$ cat src/rtl/sata_fis_data_sched.sv
// rtl/sata_fis_data_sched.sv - Data FIS frame sequencer for one ATA DMA transfer
module sata_fis_data_sched #(
    parameter int MAX_DWORDS = 2048,
    parameter int LEN_WIDTH  = 24
) (
    input  logic                 clk,
    input  logic                 reset,
    input  logic                 cmd_valid,
    input  logic [LEN_WIDTH-1:0] cmd_dwords,
    input  logic                 cmd_wait_act,
    output logic                 cmd_ready,
    input  logic                 act_valid,
    input  logic                 abort,
    output logic                 ctl_valid,
    output logic [10:0]          ctl_count,
    input  logic                 ctl_ready,
    output logic                 busy,
    output logic                 done,
    output logic                 done_aborted,
    output logic [15:0]          frm_cnt
);

    localparam logic [2:0] S_IDLE     = 3'd0;
    localparam logic [2:0] S_WAIT_ACT = 3'd1;
    localparam logic [2:0] S_ISSUE    = 3'd2;
    localparam logic [2:0] S_WAIT_FRM = 3'd3;
    localparam logic [2:0] S_DONE     = 3'd4;

    localparam logic [LEN_WIDTH-1:0] MAX_LEN = LEN_WIDTH'(MAX_DWORDS);

    logic [2:0]           state;
    logic [LEN_WIDTH-1:0] rem;
    logic                 wait_act;
    logic                 act_pend;
    logic                 abort_flag;
    logic [LEN_WIDTH-1:0] cur_len;
    logic                 abort_any;
    logic                 act_any;

    // Length of the frame that would be issued now: capped at MAX_DWORDS.
    always_comb begin
        cur_len = rem;
        if (rem > MAX_LEN) begin
            cur_len = MAX_LEN;
        end
    end

    // An abort seen this cycle counts the same as one seen earlier in the transfer.
    assign abort_any = abort_flag | abort;
    assign act_any   = act_pend | act_valid;

    // All outputs decode from registered state only; 2048 truncates to 0 in 11 bits.
    assign cmd_ready    = (state == S_IDLE);
    assign busy         = (state != S_IDLE);
    assign ctl_valid    = (state == S_ISSUE);
    assign ctl_count    = (state == S_ISSUE) ? cur_len[10:0] : 11'd0;
    assign done         = (state == S_DONE);
    assign done_aborted = (state == S_DONE) & abort_flag;

    // Transfer sequencing FSM with activate and abort bookkeeping.
    always_ff @(posedge clk) begin
        if (reset) begin
            state      <= S_IDLE;
            rem        <= '0;
            wait_act   <= 1'b0;
            act_pend   <= 1'b0;
            abort_flag <= 1'b0;
            frm_cnt    <= 16'd0;
        end else begin
            // Activates arriving outside WAIT_ACT are remembered once; extras are dropped.
            if ((state != S_IDLE) && (state != S_WAIT_ACT) && act_valid) begin
                act_pend <= 1'b1;
            end
            if ((state != S_IDLE) && abort) begin
                abort_flag <= 1'b1;
            end

            case (state)
                S_IDLE: begin
                    if (cmd_valid) begin
                        rem        <= cmd_dwords;
                        wait_act   <= cmd_wait_act;
                        frm_cnt    <= 16'd0;
                        act_pend   <= 1'b0;
                        abort_flag <= 1'b0;
                        if (cmd_dwords == '0) begin
                            state <= S_DONE;
                        end else if (cmd_wait_act) begin
                            state <= S_WAIT_ACT;
                        end else begin
                            state <= S_ISSUE;
                        end
                    end
                end
                S_WAIT_ACT: begin
                    if (abort_any) begin
                        state <= S_DONE;
                    end else if (act_any) begin
                        act_pend <= 1'b0;
                        state    <= S_ISSUE;
                    end
                end
                S_ISSUE: begin
                    // A transfer already offered completes even if abort arrives with it.
                    if (ctl_ready) begin
                        rem <= rem - cur_len;
                        if (frm_cnt != 16'hFFFF) begin
                            frm_cnt <= frm_cnt + 16'd1;
                        end
                        state <= S_WAIT_FRM;
                    end else if (abort_any) begin
                        state <= S_DONE;
                    end
                end
                S_WAIT_FRM: begin
                    if (ctl_ready) begin
                        if ((rem == '0) || abort_any) begin
                            state <= S_DONE;
                        end else if (!wait_act) begin
                            state <= S_ISSUE;
                        end else if (act_any) begin
                            // A banked activate lets the next frame go out without a WAIT_ACT cycle.
                            act_pend <= 1'b0;
                            state    <= S_ISSUE;
                        end else begin
                            state <= S_WAIT_ACT;
                        end
                    end
                end
                S_DONE: begin
                    state <= S_IDLE;
                end
                default: begin
                    state <= S_IDLE;
                end
            endcase
        end
    end

endmodule
$ cat config.mk
export PLATFORM = sky130hd
export DESIGN_NAME = sata_fis_data_sched
export DESIGN_NICKNAME = d
export VERILOG_FILES = /design/src/rtl/sata_fis_data_sched.sv
export SDC_FILE = /design/constraint.sdc
export NUM_CORES = 1
export LEC_CHECK = 0
export ABC_AREA = 0
export ABC_CLOCK_PERIOD_IN_PS = 3200
export BUFFER_PORTS_ARGS = -buffer_cell sky130_fd_sc_hd__buf_2
export CORE_MARGIN = 1
export CORE_UTILIZATION = 40
export DETAILED_ROUTE_END_ITERATION = 7
export GPL_ROUTABILITY_DRIVEN = 0
export PLACE_DENSITY = 0.69
export SKIP_LAST_GASP = 1
export SYNTH_ARGS = -nofsm -noshare
export SYNTH_HDL_FRONTEND = slang
export SYNTH_SLANG_ARGS = --single-unit
$ cat constraint.sdc
create_clock -name clk -period 3.2 [get_ports clk]
set_input_delay 0.16 -clock clk [delete_from_list [all_inputs] [get_ports clk]]
set_output_delay 0.16 -clock clk [all_outputs]
set_load 0.02 [all_outputs]
==> results of run 1 <==
## routing by layer
layer  wire [µm]  track usage  up-vias
met4         189       0.0909        0
met5           0            0        -
li1            -            -     1580
met2        4000        0.373      136
met1        3910        0.284     1493
met3         505       0.0326       23
## worst paths after layout
kind / end / cells past startpoint
worst min register to register: frm_cnt[8]$_SDFFE_PP0P_ / 2
worst max-delay path: ctl_count[1] / 5
worst min-delay path: rem[9]$_SDFFE_PP0P_ / 3
worst max register to register: rem[22]$_SDFFE_PP0P_ / 9
## worst max-delay path, stage by stage (launching register included)
cell,delay (ps)
dfxtp_1,370
or4_1,730
o41ai_4,530
and3_1,380
and2_2,180
buf_2,150
## final cells by class
type                       count  area share
sequential                    46       0.262
clock buffer                   6      0.0206
tap                           99      0.0352
timing repair buffer          74       0.114
clock inverter                 2     0.00391
inverter                       9     0.00959
multi-input combinational    311       0.555
## logic make-up after synthesis
| family | Yosys count |
|---|---|
| and+or+nand+nor | 181 |
| AOI/OAI and AO/OA | 112 |
| DFF | 46 |
| buffers and inverters | 34 |
| xor gates and xnor gates | 10 |
| muxes | 5 |
| adders and majority gates | 2 |
| other | 1 |
## flip-flops by register name, summed over array words and instances (netlist names)
register / count
abort_flag: 1
rem: 24
act_pend: 1
state: 3
wait_act: 1
frm_cnt: 16
## Yosys cell counts, types with 6 or more instances
| library cell | instances |
|---|---|
| and2_1 | 16 |
| o211ai_1 | 6 |
| nand2_1 | 42 |
| nand4_1 | 8 |
| nor4_1 | 15 |
| a21oi_1 | 26 |
| o21ai_0 | 19 |
| a31oi_1 | 7 |
| or3_1 | 9 |
| a211oi_1 | 7 |
| dfxtp_1 | 46 |
| clkbuf_1 | 20 |
| xnor2_1 | 6 |
| nand3_1 | 16 |
| inv_1 | 9 |
| nor2_1 | 39 |
## report_power, final
| part | internal [mW] | switching (mW) | leakage (nW) | total, mW |
|---|---|---|---|---|
| sequential | 0.702 | 0.200 | 0.376 | 0.902 |
| clock | 0.155 | 0.210 | 0.0452 | 0.365 |
| combinational | 0.603 | 1.00 | 0.913 | 1.60 |
## stage by stage
stage / total power, mW / util / hold WS [ps] / worst slack [ps]
3_5_place_dp: 2.48 / 0.474 / 425 / 624
2_1_floorplan: 2.06 / - / 296 / 567
4_1_cts: 2.85 / 0.485 / 92.7 / 398
3_3_place_gp: 2.46 / 0.474 / 415 / 696
5_1_grt: 3.08 / 0.485 / 103 / 244
6_report: 2.87 / 0.485 / 94.7 / 398
==> flow_metrics.env, run 1 <==
export IMPL_syn_area_per_cell_um2=7.70
export IMPL_reg2reg_from="rem[18]$_SDFFE_PP0P_"
export IMPL_die_w_um=88.8
export IMPL_min_delay_start="cmd_dwords[9]"
export IMPL_grt_pass1_wl_mm=13.5
export IMPL_fin_skew_ps=16.4
export IMPL_regArea_um2=921
export IMPL_worstSkewPairLatency_ps=310
export IMPL_antenna_found_initial=0
export IMPL_place_area_um2=3430
export IMPL_grt_setup_unrepaired="no"
export IMPL_cts_root_buffer="clkbuf_8"
export IMPL_synth_top_family_by_area="simple AND/OR/NAND/NOR gates"
export IMPL_drt_initial_drc_count=235
export IMPL_final_cell_mix="buf_2, dfxtp_1, nand2_1, nor2_1, a21oi_1"
export IMPL_drc=0
export IMPL_synth_edff_count=0
export IMPL_setup_tns_ps=0
export IMPL_cts_tree="done"
export IMPL_antennaDiodeCount=0
export IMPL_clockBufferDepth=2
export IMPL_synth_simple_area_share=0.314
export IMPL_ant_nets=0
export IMPL_maxSlewViolCount=0
export IMPL_overflow=0
export IMPL_area_growth_pct=16.9
export IMPL_cap_violations=0
export IMPL_syn_area_um2=3010
export IMPL_cts_hold_buf=0
export IMPL_powerDensity_nw_per_um2=815
export IMPL_outcome="finished, final reports clean"
export IMPL_dieArea_um2=7880
export IMPL_min_period_ps=2800
export IMPL_ys_types=69
export IMPL_synth_nets=424
export IMPL_vias_per_cell=5.91
export IMPL_yosysSeqAreaShare=0.306
export IMPL_syn_inst=391
export IMPL_io_buffers=62
export IMPL_finalCritPeriodShare=0.876
export IMPL_core_um2=7250
export IMPL_critical_path_arrival_ps=2640
export IMPL_io_pin_count=63
export IMPL_synth_flop_cell="dfxtp_1"
export IMPL_r2r_slack_ps=510
export IMPL_ir_worst_vdd_mv=0.235
export IMPL_worstPathRequired_ps=3040
export IMPL_netlist_area_leader_share=0.306
export IMPL_post_cts_setup_buffers=0
export IMPL_fin_area_um2=3520
export IMPL_synthTopCellsByArea="dfxtp_1, nand2_1, nor2_1, a21oi_1, and2_1"
export IMPL_final_common_cell="buf_2"
export IMPL_synth_compound_area_frac=0.275
export IMPL_clk_pin_slew_worst_paths_ps=100
export IMPL_dp_cells=539
export IMPL_fmax_ghz=0.357
export IMPL_grt_pass1_vias=2834
export IMPL_drive_gt1_frac=0.221
export IMPL_grt_max_degree=34
export IMPL_cts_buffers=5
export IMPL_multi_input_area_um2=1960
export IMPL_critPathCaptureType="primary output"
export IMPL_grt_usage=0.222
export IMPL_ys_async_sr_fraction=0
export IMPL_fillCellCount=721
export IMPL_dr_pass1_iters=5
export IMPL_start_kind="register"
export IMPL_die_h_um=88.8
export IMPL_htree_levels=2
export IMPL_finalSetupViolCount=0
export IMPL_cts_repair_resized=0
export IMPL_hpwl_mm=6.12
export IMPL_crit_fanout=11
export IMPL_leakagePower_nw=1.33
export IMPL_max_slew_margin_rel=0.374
export IMPL_worstSetupPathType="reg -> out"
export IMPL_finalHoldViolCount=0
export IMPL_wl_per_cell_um=15.7
export IMPL_ys_ff_latch=46
export IMPL_fin_nets=480
export IMPL_synth_area_leader_cell="dfxtp_1"
export IMPL_critPathLaunch="rem[1]$_SDFFE_PP0P_"
export IMPL_routed_wl_mm=8.60
export IMPL_cts_sinks=46
export IMPL_yosysWarnings=0
export IMPL_synth_xor_area_frac=0.0291
export IMPL_hold_path_class="in -> reg"
export IMPL_yosys_area_share_adder=0.00831
export IMPL_synth_mux_area_fraction=0.0174
export IMPL_vias=3232
export IMPL_stdcell_count=547
export IMPL_fp_row_count=31
export IMPL_tightest_slew_ps=930
export IMPL_start_util=0.415
(Power assumes the default switching activity.)
==> inputs of run 2 (changes only) <==
==> constraint.sdc (replaced) <==
create_clock -name clk -period 3.2 [get_ports clk]
set_input_delay 0.64 -clock clk [delete_from_list [all_inputs] [get_ports clk]]
set_output_delay 0.64 -clock clk [all_outputs]
set_load 0.02 [all_outputs]
==> flow_metrics.env, run 2 (synthesized netlist as in run 1, its figures left out) <==
export IMPL_outcome="finished, final reports clean"
export IMPL_max_stage_delay_ps=630
export IMPL_core_um2=7250
export IMPL_fin_skew_ps=8.13
export IMPL_clk_pin_slew_worst_paths_ps=100
export IMPL_worstSetupPathType="reg -> out"
export IMPL_worstPathRequired_ps=2560
export IMPL_dieArea_um2=7880
export IMPL_antenna_found_initial=0
export IMPL_finalPower_mw=2.98
export IMPL_drt_initial_drc_count=218
export IMPL_worstSkewPairLatency_ps=300
export IMPL_area_growth_pct=18.4
export IMPL_grt_pass1_vias=2802
export IMPL_die_w_um=88.8
export IMPL_hold_depth=2
export IMPL_min_delay_start="frm_cnt[14]$_SDFFE_PP0P_"
export IMPL_final_cell_mix="buf_2, dfxtp_1, nand2_1, nor2_1, a21oi_1"
export IMPL_crit_path_top_delay_cell="or4_1"
export IMPL_leakagePower_nw=1.36
export IMPL_overflow=0
export IMPL_antennaDiodeCount=0
export IMPL_final_common_cell="buf_2"
export IMPL_die_h_um=88.8
export IMPL_cts_sinks=46
export IMPL_clockBufferDepth=2
export IMPL_largest_registers="rem: 24 flops, frm_cnt: 16 flops, state: 3 flops"
export IMPL_reg2reg_to="rem[22]$_SDFFE_PP0P_"
export IMPL_ant_nets=0
export IMPL_io_buffers=62
export IMPL_tightest_slew_ps=821
export IMPL_hpwl_mm=6.12
export IMPL_max_slew_margin_rel=0.448
export IMPL_fmax_ghz=0.334
export IMPL_htree_levels=2
export IMPL_ir_worst_vdd_mv=0.310
export IMPL_vias=3181
export IMPL_critPathCaptureType="primary output"
export IMPL_maxSlewViolCount=0
export IMPL_io_pin_count=63
export IMPL_cts_buffers=5
export IMPL_drive_gt1_frac=0.229
export IMPL_grt_max_degree=34
export IMPL_cts_repair_resized=0
export IMPL_hold_path_end="frm_cnt[14]$_SDFFE_PP0P_"
export IMPL_cpLargestDelayFamily="simple AND/OR/NAND/NOR gates"
export IMPL_critical_path_arrival_ps=2360
export IMPL_reg2reg_depth=9
export IMPL_cts_root_buffer="clkbuf_8"
export IMPL_start_util=0.415
export IMPL_drc=0
export IMPL_wl_per_cell_um=15.6
export IMPL_crit_buf_inv=1
export IMPL_setup_tns_ps=0
export IMPL_cts_tree="done"
export IMPL_finalHoldViolCount=0
export IMPL_cap_violations=0
export IMPL_r2r_slack_ps=570
export IMPL_post_cts_setup_buffers=0
export IMPL_start_kind="register"
export IMPL_largest_register_ff_count=24
export IMPL_cts_hold_buf=0
export IMPL_min_period_ps=3000
export IMPL_fp_row_count=31
export IMPL_finalSetupViolCount=0
export IMPL_crit_fanout=11
export IMPL_largest_register="rem"
export IMPL_grt_setup_unrepaired="no"
export IMPL_finalCritPeriodShare=0.937
export IMPL_vias_per_cell=5.79
export IMPL_crit_chain="or4_1, nor4_2, and3_1, and2_2, buf_2"
export IMPL_final_setup_worst_slack_ps=202
export IMPL_powerDensity_nw_per_um2=836
export IMPL_fin_area_um2=3570
export IMPL_pre_cts_ws_ps=416
export IMPL_reg2reg_from="rem[12]$_SDFFE_PP0P_"
export IMPL_hold_path_class="reg -> reg"
export IMPL_fin_nets=482
export IMPL_routed_wl_mm=8.54
export IMPL_place_area_um2=3450
export IMPL_grt_pass1_wl_mm=13.3
export IMPL_grt_usage=0.217
export IMPL_dr_pass1_iters=4
export IMPL_postLayoutCoreUtil=0.492
## run 2: changes by cell type in the layout (fill, tap and decap cells not counted)
cell,before,now
buf_4,12,14
bufinv_16,0,1
clkbuf_1,1,0
clkinv_4,1,0
inv_6,0,1
or4_1,5,4
or4_4,1,2
## run 2: area by class of cell
type | count | area (µm²)
Fill cell | 749 | 3690
Timing Repair Buffer | 76 | 415
Inverter | 9 | 33.8
Clock inverter | 3 | 43.8
Multi-Input combinational cell | 311 | 1960
Clock buffer | 5 | 68.8
Sequential cell | 46 | 921
Tap cell | 99 | 124
## run 2: routing by layer
metal / wire (µm) / part of all wire / global-route usage / vias up
met3: 495 / 0.058 / 0.0345 / 15
met4: 175 / 0.020 / 0.0704 / 0
met5: 0 / 0 / 0 / -
met2: 4060 / 0.47 / 0.382 / 110
li1: - / - / - / 1584
met1: 3820 / 0.45 / 0.271 / 1472
## run 2: stage by stage
stage	cells	hold WS (ps)
final	549	498
after global routing	549	535
after CTS	549	504
after detailed placement	541	490
after global placement	541	470
after floorplan	391	457
## run 2: power breakdown
part / internal [mW] / switching [mW]
clock: 0.235 / 0.224
sequential: 0.702 / 0.198
combinational: 0.631 / 0.991
## run 2: worst max path at each step
stage / start / endpoint / slack [ps] / depth (start not counted)
global route: rem[18]$_SDFFE_PP0P_ / ctl_count[2] / 10 / 5
detailed placement: rem[1]$_SDFFE_PP0P_ / ctl_count[1] / 420 / 5
CTS: rem[1]$_SDFFE_PP0P_ / ctl_count[1] / 60 / 5
global placement: rem[1]$_SDFFE_PP0P_ / ctl_count[1] / 470 / 5
floorplan: rem[18]$_SDFFE_PP0P_ / ctl_count[0] / 520 / 7
finish: rem[18]$_SDFFE_PP0P_ / ctl_count[1] / 200 / 5
## run 2: worst register-to-register path: cells and delay by family (launching register included)
family                   cells  cell delay [ps]
AO/OA/AOI/OAI                1              130
adder cells (fa/ha/maj)      1              160
flip-flops                   1              390
multiplexers                 1              350
AND/OR/NAND/NOR              6             1540
==> inputs of run 3 (changes only) <==
--- a/config.mk
+++ b/config.mk
@@ -10,2 +10,4 @@
 export BUFFER_PORTS_ARGS = -buffer_cell sky130_fd_sc_hd__buf_2
+export CELL_PAD_IN_SITES_DETAIL_PLACEMENT = 0
+export CELL_PAD_IN_SITES_GLOBAL_PLACEMENT = 1
 export CORE_MARGIN = 1
@@ -14,3 +16,3 @@
 export GPL_ROUTABILITY_DRIVEN = 0
-export PLACE_DENSITY = 0.69
+export PLACE_DENSITY = 0.88
 export SKIP_LAST_GASP = 1
==> constraint.sdc (replaced) <==
create_clock -name clk -period 3.2 [get_ports clk]
set_input_delay 0.32 -clock clk [delete_from_list [all_inputs] [get_ports clk]]
set_output_delay 0.32 -clock clk [all_outputs]
set_load 0.02 [all_outputs]
==> flow_metrics.env, run 3 (synthesized netlist as in run 1, its figures left out) <==
export IMPL_grt_pass1_wl_mm=13.6
export IMPL_largest_register="rem"
export IMPL_drive_gt1_frac=0.220
export IMPL_largest_registers="rem: 24 flops, frm_cnt: 16 flops, state: 3 flops"
export IMPL_start_util=0.415
export IMPL_critical_path_arrival_ps=2650
export IMPL_netSwitchingPower_mw=1.42
export IMPL_start_kind="register"
export IMPL_cp_num_cells=5
export IMPL_htree_levels=2
export IMPL_max_slew_margin_rel=0.442
export IMPL_final_cell_mix="buf_2, dfxtp_1, nand2_1, nor2_1, a21oi_1"
export IMPL_fin_skew_ps=4.17
export IMPL_finalPower_mw=2.87
export IMPL_routed_wl_mm=8.53
export IMPL_core_um2=7250
export IMPL_cpLargestDelayFamily="simple AND/OR/NAND/NOR gates"
export IMPL_cap_violations=0
export IMPL_hpwl_mm=6.15
export IMPL_intPower_mw=1.46
export IMPL_grt_max_degree=35
export IMPL_leakagePower_nw=1.32
export IMPL_fmax_ghz=0.336
export IMPL_clk_pin_slew_worst_paths_ps=100
export IMPL_maxSlewViolCount=0
export IMPL_power_switching_share=0.493
export IMPL_io_buffers=62
export IMPL_clockBufferDepth=2
export IMPL_crit_path_top_delay_cell="or4_1"
export IMPL_area_growth_pct=16.7
export IMPL_crit_fanout=11
export IMPL_post_cts_setup_buffers=0
export IMPL_wl_per_cell_um=15.6
export IMPL_max_stage_delay_ps=730
export IMPL_hold_path_class="in -> reg"
export IMPL_cts_tree="done"
export IMPL_crit_chain="or4_1, o41ai_4, and3_1, and2_2, buf_2"
export IMPL_finalCritPeriodShare=0.930
export IMPL_place_area_um2=3420
export IMPL_finalHoldViolCount=0
export IMPL_fillCellCount=749
export IMPL_r2r_slack_ps=490
export IMPL_reg2reg_to="rem[22]$_SDFFE_PP0P_"
export IMPL_whs_ps=250
export IMPL_worstSetupPathType="reg -> out"
export IMPL_worstSkewPairLatency_ps=310
export IMPL_tightest_slew_ps=830
export IMPL_grt_setup_unrepaired="no"
export IMPL_io_pin_count=63
export IMPL_outcome="finished, final reports clean"
export IMPL_die_h_um=88.8
export IMPL_fin_area_um2=3510
export IMPL_overflow=0
export IMPL_final_common_cell="buf_2"
export IMPL_setup_tns_ps=0
export IMPL_drc=0
export IMPL_crit_buf_inv=1
export IMPL_cts_sinks=46
export IMPL_hold_depth=3
export IMPL_worstPathRequired_ps=2880
export IMPL_powerDensity_nw_per_um2=818
export IMPL_power_frac_clock=0.135
export IMPL_comb_power_share=0.550
export IMPL_multi_input_area_um2=1960
export IMPL_fin_nets=478
export IMPL_largest_register_ff_count=24
export IMPL_finalSetupViolCount=0
export IMPL_vias_per_cell=5.83
export IMPL_antennaDiodeCount=0
export IMPL_ant_nets=0
export IMPL_pwr_share_seq=0.315
export IMPL_dieArea_um2=7880
export IMPL_reg2reg_from="rem[18]$_SDFFE_PP0P_"
export IMPL_grt_usage=0.222
export IMPL_grt_pass1_vias=2761
export IMPL_dr_pass1_iters=4
export IMPL_drt_initial_drc_count=143
export IMPL_min_period_ps=2970
export IMPL_cts_root_buffer="clkbuf_8"
export IMPL_fp_row_count=31
export IMPL_ir_worst_vdd_mv=0.344
export IMPL_vias=3175
export IMPL_reg2reg_depth=9
export IMPL_cts_repair_resized=0
export IMPL_die_w_um=88.8
export IMPL_critPathCaptureType="primary output"
export IMPL_cts_buffers=5
export IMPL_antenna_found_initial=0
export IMPL_cts_hold_buf=0
export IMPL_regArea_um2=921
export IMPL_hold_path_end="rem[5]$_SDFFE_PP0P_"
export IMPL_min_delay_start="cmd_dwords[5]"
==> run 3: per-stage QoR <==
| step | setup WS, ps | utilization | cells |
|---|---|---|---|
| 3_3_place_gp | 613 | 0.471 | 537 |
| 3_5_place_dp | 521 | 0.471 | 537 |
| 5_1_grt | 78.4 | 0.484 | 545 |
| 4_1_cts | 223 | 0.484 | 545 |
| 2_1_floorplan | 567 | - | 391 |
| 6_report | 226 | 0.484 | 545 |
==> run 3: tightest hold or removal path, stage by stage <==
cell	delay, ps
buf_2	100
nand2_1	50
a21oi_1	50
==> run 3: routing by layer <==
metal,vias up,routed length (µm),GRT usage
met5,-,0,0
met4,0,131,0.0645
met3,11,472,0.0373
met2,105,3960,0.368
met1,1482,3960,0.296
li1,1577,-,-
==> run 3: cell type report <==
type / count / area share
multi-input cells: 311 / 0.557
clock buffers: 5 / 0.0196
well taps: 99 / 0.0353
repair buffers: 72 / 0.110
flip-flops and latches: 46 / 0.262
clock inverters: 3 / 0.00712
inverters: 9 / 0.00962
==> run 3: worst max-delay path by stage <==
stage                     slack (ps)            startpoint              endpoint
final                            230   rem[1]$_SDFFE_PP0P_          ctl_count[1]
after detailed placement         520  rem[18]$_SDFFE_PP0P_  rem[22]$_SDFFE_PP0P_
after global routing              80   rem[1]$_SDFFE_PP0P_          ctl_count[1]
after floorplan                  570  rem[18]$_SDFFE_PP0P_  rem[22]$_SDFFE_PP0P_
after global placement           610   rem[1]$_SDFFE_PP0P_          ctl_count[1]
after CTS                        220   rem[1]$_SDFFE_PP0P_          ctl_count[1]
==> run 3: power groups by stage <==
| stage | sequential (mW) | clock (mW) | combinational, mW |
|---|---|---|---|
| final | 0.904 | 0.388 | 1.58 |
| after floorplan | 0.815 | 0 | 1.25 |
| after CTS | 0.895 | 0.399 | 1.58 |
| after detailed placement | 0.907 | 0 | 1.56 |
| after global routing | 0.927 | 0.422 | 1.74 |
| after global placement | 0.901 | 0 | 1.55 |
